`src/rtl/multimode_ff_bank_pkg.sv`:
```
// Shared types and constants for the multimode flip-flop bank.
package multimode_ff_bank_pkg;

    localparam int unsigned FF_MODE_W = 2;

    typedef enum logic [FF_MODE_W-1:0] {
        FF_D  = 2'b00,
        FF_T  = 2'b01,
        FF_JK = 2'b10,
        FF_SR = 2'b11
    } ff_mode_e;

endpackage

```
`src/rtl/ff_bank_cell.sv`:
```
// One bit of the bank: combinational next state and SR-conflict flag for the current mode.
module ff_bank_cell
    import multimode_ff_bank_pkg::*;
(
    input  logic [FF_MODE_W-1:0] mode,
    input  logic                 q,
    input  logic                 a,
    input  logic                 b,
    output logic                 q_next_c,
    output logic                 conflict_c
);

    always_comb begin
        q_next_c   = q;
        conflict_c = 1'b0;
        case (ff_mode_e'(mode))
            FF_D:  q_next_c = a;
            FF_T:  q_next_c = q ^ a;
            FF_JK: q_next_c = (a & ~q) | (~b & q);
            FF_SR: begin
                case ({a, b})
                    2'b10:   q_next_c = 1'b1;
                    2'b01:   q_next_c = 1'b0;
                    // S=R=1 holds the bit and is reported instead
                    2'b11:   conflict_c = 1'b1;
                    default: q_next_c = q;
                endcase
            end
            default: q_next_c = q;
        endcase
    end

endmodule

```
`src/rtl/multimode_ff_bank.sv`:
```
// WIDTH-bit bank of run-time selectable D/T/JK/SR flip-flops with SR-conflict reporting.
// Define MULTIMODE_FF_BANK_ILL_CNT_EN to add the saturating conflict counter (ILL_CNT, CNT_CLR).
module multimode_ff_bank
    import multimode_ff_bank_pkg::*;
#(
    parameter int unsigned          WIDTH   = 8,
    parameter logic [WIDTH-1:0]     RST_VAL = '0
`ifdef MULTIMODE_FF_BANK_ILL_CNT_EN
    ,
    parameter int unsigned          CNT_W   = 8
`endif
) (
    input  logic                    CLK,
    input  logic                    RST,
    input  logic                    EN,
    input  logic [FF_MODE_W-1:0]    MODE,
    input  logic [WIDTH-1:0]        A,
    input  logic [WIDTH-1:0]        B,
    output logic [WIDTH-1:0]        Q,
    output logic [WIDTH-1:0]        Q_bar,
    output logic                    ILLEGAL,
    output logic [WIDTH-1:0]        ILL_MASK
`ifdef MULTIMODE_FF_BANK_ILL_CNT_EN
    ,
    output logic [CNT_W-1:0]        ILL_CNT,
    input  logic                    CNT_CLR
`endif
);

    logic [WIDTH-1:0] q_next_c;
    logic [WIDTH-1:0] conflict_c;
    logic [WIDTH-1:0] mask_next_c;
    logic             illegal_next_c;

    for (genvar i = 0; i < WIDTH; i++) begin : g_cell
        ff_bank_cell u_cell (
            .mode       (MODE),
            .q          (Q[i]),
            .a          (A[i]),
            .b          (B[i]),
            .q_next_c   (q_next_c[i]),
            .conflict_c (conflict_c[i])
        );
    end

    // Conflicts only count on enabled edges; a disabled edge clears the report.
    assign mask_next_c    = EN ? conflict_c : '0;
    assign illegal_next_c = |mask_next_c;

    // State and conflict-report registers.
    always_ff @(posedge CLK) begin
        if (RST) begin
            Q        <= RST_VAL;
            Q_bar    <= ~RST_VAL;
            ILL_MASK <= '0;
            ILLEGAL  <= 1'b0;
        end else begin
            if (EN) begin
                Q     <= q_next_c;
                Q_bar <= ~q_next_c;
            end
            ILL_MASK <= mask_next_c;
            ILLEGAL  <= illegal_next_c;
        end
    end

`ifdef MULTIMODE_FF_BANK_ILL_CNT_EN
    localparam logic [CNT_W-1:0] CNT_MAX = '1;

    // Saturating count of conflict edges; clear wins over increment.
    always_ff @(posedge CLK) begin
        if (RST) begin
            ILL_CNT <= '0;
        end else if (CNT_CLR) begin
            ILL_CNT <= '0;
        end else if (illegal_next_c && (ILL_CNT != CNT_MAX)) begin
            ILL_CNT <= ILL_CNT + CNT_W'(1);
        end
    end
`endif

endmodule

```
`config.mk`:
```
export PLATFORM = sky130hd
export DESIGN_NAME = multimode_ff_bank
export DESIGN_NICKNAME = d
export VERILOG_FILES = /design/src/rtl/multimode_ff_bank_pkg.sv /design/src/rtl/ff_bank_cell.sv /design/src/rtl/multimode_ff_bank.sv
export SDC_FILE = /design/constraint.sdc
export NUM_CORES = 1
export LEC_CHECK = 0
export CAP_MARGIN = 40
export CORE_ASPECT_RATIO = 1.5
export CORE_UTILIZATION = 40
export DETAILED_ROUTE_END_ITERATION = 12
export PLACE_DENSITY = 0.67
export SLEW_MARGIN = 20
export SYNTH_ARGS = -nofsm -noshare
export SYNTH_HDL_FRONTEND = slang
export SYNTH_SLANG_ARGS = --single-unit
```
`constraint.sdc`:
```
create_clock -name CLK -period 4 [get_ports CLK]
set_input_delay 0.4 -clock CLK [delete_from_list [all_inputs] [get_ports CLK]]
set_output_delay 0.4 -clock CLK [all_outputs]
set_load 0.01 [all_outputs]
```
-- After elaboration in Yosys (flattened, before gate mapping)
Cells that the tools add are included.
- logic and storage cells: 115
- flip-flop bits (word level): 25
- bitwise gates (word level): 49
- equal/unequal tests: 27
- muxes and demuxes: 33
- reductions and logical operators: 2
- operators by type and width (cell ; count):
    equality test 2 bit, second input constant ; 18
    case mux 1 bit (4 select lines) ; 8
    equality test 2 x 1 -> 1 bit, second input constant ; 9
    bitwise AND 1 bit ; 16
    2-to-1 mux 1 bit ; 16
    NOT 1 bit ; 16
    case mux 1 bit (2 select lines) ; 8
    2-to-1 mux 8 bit ; 1
    NOT 8 bit ; 1
    bitwise OR 1 bit ; 8
    OR reduction 8 bit ; 1
    XOR 1 bit ; 8
    logical NOT 2 bit ; 1

-- Longest topological paths before layout
Gate-level depths: netlist (run 1).
- word-level depth: 5
- mapped depth: 5
- mapped depth without buffers: 5

-- Cells and area by module
Synthesis (run 1) repeated with hierarchy kept, for this count alone.
- cells, all modules: 161
- area, all modules: 1541.5 sq um
- by module, submodules not included (module ; cells each ; instances ; area an instance (sq um)):
    multimode_ff_bank ; 81 ; 1 ; 840.8
    ff_bank_cell ; 10 ; 8 ; 87.6

-- Worst setup path after synthesis (run 1)
OpenSTA, ideal clock, no wires.
- kind: input port to flip-flop
- from: in MODE[1]
- to: reg Q_bar[5]
- arrival time: 1.347 ns
- setup slack: 2.531 ns
- data required time: 3.878 ns
- stages on the path: 4
- path buffers: 1
- setup time: 0.122 ns
- cell sequence: buf_6 maj3_2 o221a_1 a221o_1
- word-level cells in the longest chain between the ends: 3
- elaborated cells between the ends (all ways): 6
- those cells by class: eq/ne: 3; mux: 1; bitwise: 1; reduce/logical: 1
- RTL lines (item ; RTL line ; RTL):
    start, declared ; multimode_ff_bank.sv:16 ; input logic [FF_MODE_W-1:0] MODE,
    equality test 2 bit (tied with other cells) ; ff_bank_cell.sv:16 ; case (ff_mode_e'(mode))
    case mux 1 bit (4 select lines) * ; ff_bank_cell.sv:16 ;
    NOT 8 bit * ; multimode_ff_bank.sv:60 ; Q_bar <= ~q_next_c;
    end signal, assigned ; multimode_ff_bank.sv:54 ; Q_bar <= ~RST_VAL;
    end signal, assigned ; multimode_ff_bank.sv:60 ;
    end, declared ; multimode_ff_bank.sv:20 ; output logic [WIDTH-1:0] Q_bar,
Every way passes the cells marked *; elsewhere a longest branch is shown, timed or not.
A chain may end at the register's enable or synchronous reset.

-- Final worst setup path (run 1)
- from: in EN
- to: reg ILLEGAL
- word-level cells in the longest chain between the ends: 2
- RTL lines (item ; RTL line ; RTL):
    start, declared ; multimode_ff_bank.sv:15 ; input logic EN,
    2-to-1 mux 8 bit ; multimode_ff_bank.sv:47 ; assign mask_next_c = EN ? conflict_c : '0;
    OR reduction 8 bit ; multimode_ff_bank.sv:48 ; assign illegal_next_c = |mask_next_c;
    end signal, assigned ; multimode_ff_bank.sv:63 ; ILLEGAL <= illegal_next_c;
    end, declared ; multimode_ff_bank.sv:21 ; output logic ILLEGAL,
Every way passes these cells.

==> results of run 1 <==
flip-flops by register name, summed over array words and instances (netlist names):
signal / flops
Q_bar: 8
Q: 8
ILLEGAL: 1
ILL_MASK: 8
per-layer routing:
metal / vias to the layer above / track usage, % / part of all wire (%)
li1: 674 / - / -
met3: 2 / 1.71 / 2.7
met2: 28 / 32.1 / 52
met1: 650 / 23.1 / 45
met5: - / 0 / 0
met4: 0 / 5.53 / 0.51
metrics by stage:
step | area, um^2 | utilization [%] | power, mW
finish | 2060 | 55.0 | 0.572
global route | 2060 | 55.0 | 0.601
CTS | 2050 | 54.6 | 0.578
detailed placement | 2000 | 53.4 | 0.430
global placement | 1990 | 53.0 | 0.423
floorplan | 1600 | - | 0.369
final cells by class:
cell class                      count  area, um^2  share of cell area, %
Timing Repair Buffer               47         480                   23.3
Inverter                           14        52.6                   2.55
Sequential cell                    25         500                   24.3
Tap cell                           43        53.8                   2.61
Clock buffer                        4        45.0                   2.19
Multi-Input combinational cell    115         928                   45.1
power breakdown:
part | switching, mW | leakage (nW) | internal (mW)
logic | 0.0662 | 0.614 | 0.0835
registers | 0.0126 | 0.206 | 0.263
clock network | 0.0759 | 0.0228 | 0.0711
cells by family (layout without fill, tap and decap cells):
family / count (synthesis) / in the layout / synth area share [%]
flip-flops: 25 / 25 / 31.3
AO/OA/AOI/OAI: 37 / 37 / 18.8
multiplexers: 8 / 8 / 5.00
adder cells (fa/ha/maj): 21 / 21 / 15.9
AND/OR/NAND/NOR: 49 / 49 / 18.2
buffers and inverters: 32 / 65 / 10.7
placed cells by master (no fill, tap or decap), drive strengths merged, types with 3 or more instances in the layout:
cell | netlist | final
a31o | 4 | 4
and2 | 11 | 11
a211oi | 4 | 4
nand2b | 3 | 3
a311oi | 3 | 3
o221a | 7 | 7
o21ai | 8 | 8
nor2 | 13 | 13
ha | 16 | 16
dfxtp | 25 | 25
maj3 | 5 | 5
a221o | 4 | 4
inv | 13 | 13
mux2i | 8 | 8
nand2 | 4 | 4
a21o | 3 | 3
clkdlybuf4s50 | 0 | 45
nor3b | 14 | 14
clkbuf | 3 | 4
worst reg2reg max path: stages (launching register included):
cell	delay, ns
dfxtp_1	0.36
maj3_2	0.32
o221a_1	0.26
a221o_1	0.31
final timing paths:
| kind | endpoint | slack (ns) | cells after the start |
|---|---|---|---|
| setup / recovery | ILLEGAL | 1.80 | 4 |
| hold / removal | Q_bar[1] | 0.50 | 1 |
| setup reg to reg | Q_bar[1] | 2.64 | 3 |
| hold reg to reg | Q_bar[1] | 0.50 | 1 |
==> qor.csv, run 1 <==
stage,metric,value,unit
detailed_routing,Final ANT Viol Nets,0,
cts,"Gates resized, CTS repair",0,
timing,clock skew,0.000313,ns
setup_path,cell family contributing the most delay on the critical path,buffers and inverters,
floorplan,Core ar.,3750,um^2
synth,Mapped Cells,172,
cts,Max clock buf depth,2,
cts,CTS tree,built,
pwr,worst vdd ir,194,uV
detailed_routing,Starting DRT DRC Count,20,
flow_run,total of max-cap violations,0,
placement,placed cell count,243,
hold_path,Hold/Removal Path Class,reg -> reg,
global_routing,vias in the first global route,1380,
synth,mapped cell area,1600,um^2
floorplan,Die ar.,4260,um^2
setup_path,worst setup path class,in -> reg,
finish,ANT cells,0,
timing,Slew Limit Fails,0,
setup_path,crit path max fanout,17,
setup_path,critical path cell sequence,clkdlybuf4s50_1 > clkinv_1 > nor3_2 > a21boi_1,
detailed_routing,Pre-antenna DRT Iters,4,
synth,Netlist cell types,32,
setup_path,required time of the critical path,4.20,ns
placement,gpl congestion,0.788,
setup_path,crit path launch,EN,
synth,post-synthesis sequential area ratio,31.3,%
floorplan,Top Ports,46,
finish,share of cells above drive strength 1,8.78,%
synth,Post-synth EDFFs,0,
global_routing,global-route usage over all layers,18.4,%
finish,final cell count without fillers,248,
finish,fin nets,243,
cts,H-Tree Level Count,1,
timing,Worst Tran Pin Value,0.672,ns
timing,fmax,0.454,GHz
setup_path,crit path launch type,input port,
timing,setup TNS,0,ns
synth,Synth Register Bits,25,
cts,CTS Buf Count,3,
synth,Ys Warns,0,
timing,Setup WS post-layout,1.80,ns
timing,post-route minimum period,2.20,ns
setup_path,start of the worst register-to-register path,Q[1],
timing,Slew HR,55.1,%
setup_path,CP bufs+invs,2,
detailed_routing,DRC Markers,0,
timing,final setup vio count,0,
floorplan,Rows,27,
detailed_routing,DR vias,1354,
synth,most frequent cell after synthesis,dfxtp_1,
synth,Yosys top cell by area,dfxtp_1,
detailed_routing,Via density,5.46,
pwr,Cell Pwr Density,278,nW/um^2
global_routing,first-pass GRT wire length,5970,um
cts,insertion delay to the later sink of the worst-skew pair,0.26,ns
floorplan,Starting Density,42.7,%
cts,clock root buffer,clkbuf_8,
detailed_routing,mean routed wirelength per cell,14.4,um
global_routing,largest net degree at the start of global routing,26,
placement,I/O Buffers,45,
cts,Post-CTS Setup Repair Bufs,0,
setup_path,critical path's slowest cell,clkdlybuf4s50_1,
pwr,Pleak,0.842,nW
cts,clock slew at reported path FFs,0.08,ns
placement,Setup WS pre-CTS,1.45,ns
global_routing,antenna violations before repair,0,
synth,post-synth top area share,31.3,%
cts,Sink Count,25,
setup_path,"Data arrival, critical path",2.40,ns
finish,Area Overhead vs Synth,28.8,%
cts,Hold Buf Count CTS,0,
timing,WHS,0.498,ns
synth,main flop type after synthesis,dfxtp_1,
outcome,status,"finished, final reports clean",
finish,Fillers,344,
floorplan,die width,53.6,um
synth,synthesized area per cell,9.30,um^2
synth,Area contributors post-synth,"dfxtp_1, ha_1, nor3b_1",
placement,post-detail-place hpwl,2650,um
detailed_routing,final WL,3560,um
setup_path,max incr delay on CP,0.85,ns
setup_path,Crit. End Element,flip-flop,
timing,Hold Fails Final Rpt,0,
global_routing,global route overflow,0,
timing,fin crit share,55.0,%
timing,RSZ-0062 raised after global routing,no,
synth,top post-synthesis cells by count,"dfxtp_1, ha_1, nor3b_1",
synth,Mapped Nets,209,
synth,fraction of registers with async set/reset,0,%
floorplan,die extent in y,79.5,um
hold_path,hold path start,Q_bar[1],
Note: power is estimated with default switching activity, not from simulation.
==> run 2, diff against run 1 <==
==> constraint.sdc (replaced) <==
create_clock -name CLK -period 2.2 [get_ports CLK]
set_input_delay 0.22 -clock CLK [delete_from_list [all_inputs] [get_ports CLK]]
set_output_delay 0.22 -clock CLK [all_outputs]
set_load 0.01 [all_outputs]
==> run 2 against run 1 <==
  * Clock skew about the same
  * Count of clock-buffer cells in the layout unchanged
  * Utilization up 0.73 points
  * Final cell count up 1.6%
  * Largest cell class unchanged
  * Highest routed layer unchanged
==> qor.csv, run 2 (synthesis results as in run 1) <==
stage,metric,value,unit,change
outcome,status,"finished, final reports clean",,
cts,Hold Buf Count CTS,0,,unchanged
cts,Max clock buf depth,2,,unchanged
detailed_routing,final WL,3580,um,+0.42%
timing,clock skew,0.000247,ns,-0.0000660 ns
floorplan,Core ar.,3750,um^2,unchanged
global_routing,antenna violations before repair,0,,unchanged
setup_path,crit path launch type,input port,,
finish,final core occ,55.7,%,+0.73 points
floorplan,Top Ports,46,,unchanged
placement,I/O Buffers,45,,unchanged
floorplan,Die ar.,4260,um^2,unchanged
floorplan,die extent in y,79.5,um,unchanged
global_routing,vias in the first global route,1317,,-4.6%
finish,fin nets,247,,+1.6%
placement,gpl congestion,0.779,,-1.2%
timing,Hold Fails Final Rpt,0,,unchanged
global_routing,global-route usage over all layers,18.2,%,-0.25 points
floorplan,Rows,27,,unchanged
placement,placed inst area,2040,um^2,+2.1%
detailed_routing,mean routed wirelength per cell,14.2,um,-1.2%
finish,"leading cell types in the layout, fill and taps excluded","clkdlybuf4s50_1, dfxtp_1, ha_1, nor3b_1",,
cts,CTS Buf Count,3,,unchanged
cts,Sink Count,25,,unchanged
finish,"Design Area, Final",2090,um^2,+1.3%
cts,"Gates resized, CTS repair",0,,unchanged
cts,Post-CTS Setup Repair Bufs,0,,unchanged
timing,fin crit share,74.0,%,
cts,clock root buffer,clkbuf_8,,
detailed_routing,DRC Markers,0,,unchanged
pwr,worst vdd ir,341,uV,+75%
setup_path,"Data arrival, critical path",1.78,ns,-0.62 ns
timing,Slew HR,71.3,%,+16 points
setup_path,worst setup path class,in -> reg,,
timing,Slew Limit Fails,0,,unchanged
cts,CTS tree,built,,
detailed_routing,Pre-antenna DRT Iters,4,,unchanged
finish,ANT cells,0,,unchanged
timing,final setup vio count,0,,unchanged
finish,share of cells above drive strength 1,10.5,%,+1.7 points
timing,post-route minimum period,1.63,ns,
setup_path,Crit. End Element,flip-flop,,
finish,final cell count without fillers,252,,+1.6%
flow_run,total of max-cap violations,0,,unchanged
cts,H-Tree Level Count,1,,unchanged
detailed_routing,Via density,5.41,,-0.86%
setup_path,crit path max fanout,3,,-14
detailed_routing,DR vias,1364,,+0.74%
timing,fmax,0.615,GHz,
detailed_routing,Starting DRT DRC Count,47,,+140%
hold_path,Hold/Removal Path Class,reg -> reg,,
pwr,Tot Pwr,1.05,mW,+84%
timing,setup TNS,0,ns,unchanged
finish,"commonest non-fill, non-tap cell in the layout",clkdlybuf4s50_1,,
timing,Worst Tran Pin Value,0.428,ns,-0.244 ns
finish,Largest regs,"ILL_MASK x8, Q x8, Q_bar x8",,
cts,insertion delay to the later sink of the worst-skew pair,0.26,ns,about the same
detailed_routing,Final ANT Viol Nets,0,,unchanged
floorplan,Starting Density,42.7,%,unchanged
floorplan,die width,53.6,um,unchanged
global_routing,first-pass GRT wire length,5780,um,-3.1%
placement,placed cell count,248,,+2.1%
pwr,Cell Pwr Density,503,nW/um^2,+81%
global_routing,global route overflow,0,,unchanged
timing,WHS,0.500,ns,+0.00217 ns
timing,Setup WS post-layout,0.573,ns,-1.23 ns
finish,Area Overhead vs Synth,30.5,%,
cts,clock slew at reported path FFs,0.09,ns,about the same
placement,post-detail-place hpwl,2700,um,+1.9%
setup_path,required time of the critical path,2.36,ns,-1.84 ns
global_routing,largest net degree at the start of global routing,29,,+12%
placement,Setup WS pre-CTS,0.295,ns,-1.16 ns
timing,RSZ-0062 raised after global routing,no,,
pwr,Pleak,0.861,nW,+2.2%
==> run 2: worst max-delay path, cell delays in order <==
cell and delay (ns):
clkdlybuf4s50_1 0.51, inv_1 0.05, ha_1 0.29, mux2i_1 0.13, o221a_1 0.25, a221o_1 0.33
==> run 2: cell type report <==
type,instances,area [um^2]
repair buffers,51,508
well taps,43,53.8
multi-input cells,115,928
clock buffers,4,45.0
fillers,340,1660
flip-flops and latches,25,500
inverters,14,52.6
==> run 2: worst paths after layout <==
kind | from | end | slack [ns] | cells after the start
max | B[1] | Q_bar[1] | 0.57 | 6
min | Q_bar[0] | Q_bar[0] | 0.50 | 2
max reg2reg | Q[2] | Q_bar[2] | 0.82 | 3
min reg2reg | Q_bar[0] | Q_bar[0] | 0.50 | 2
==> run 2: metal layers <==
metal	global-route usage, %	vias up	wire length (um)	share of wire (%)
met4	8.16	0	83	2.3
met1	21.7	639	1570	44
li1	-	679	-	-
met5	0	-	0	0
met2	30.9	38	1780	50
met3	2.67	8	142	4.0
==> run 2: power by group <==
part           switching, mW  total, mW  internal (mW)
registers             0.0234      0.501          0.478
logic                  0.120      0.277          0.156
clock network          0.143      0.273          0.129
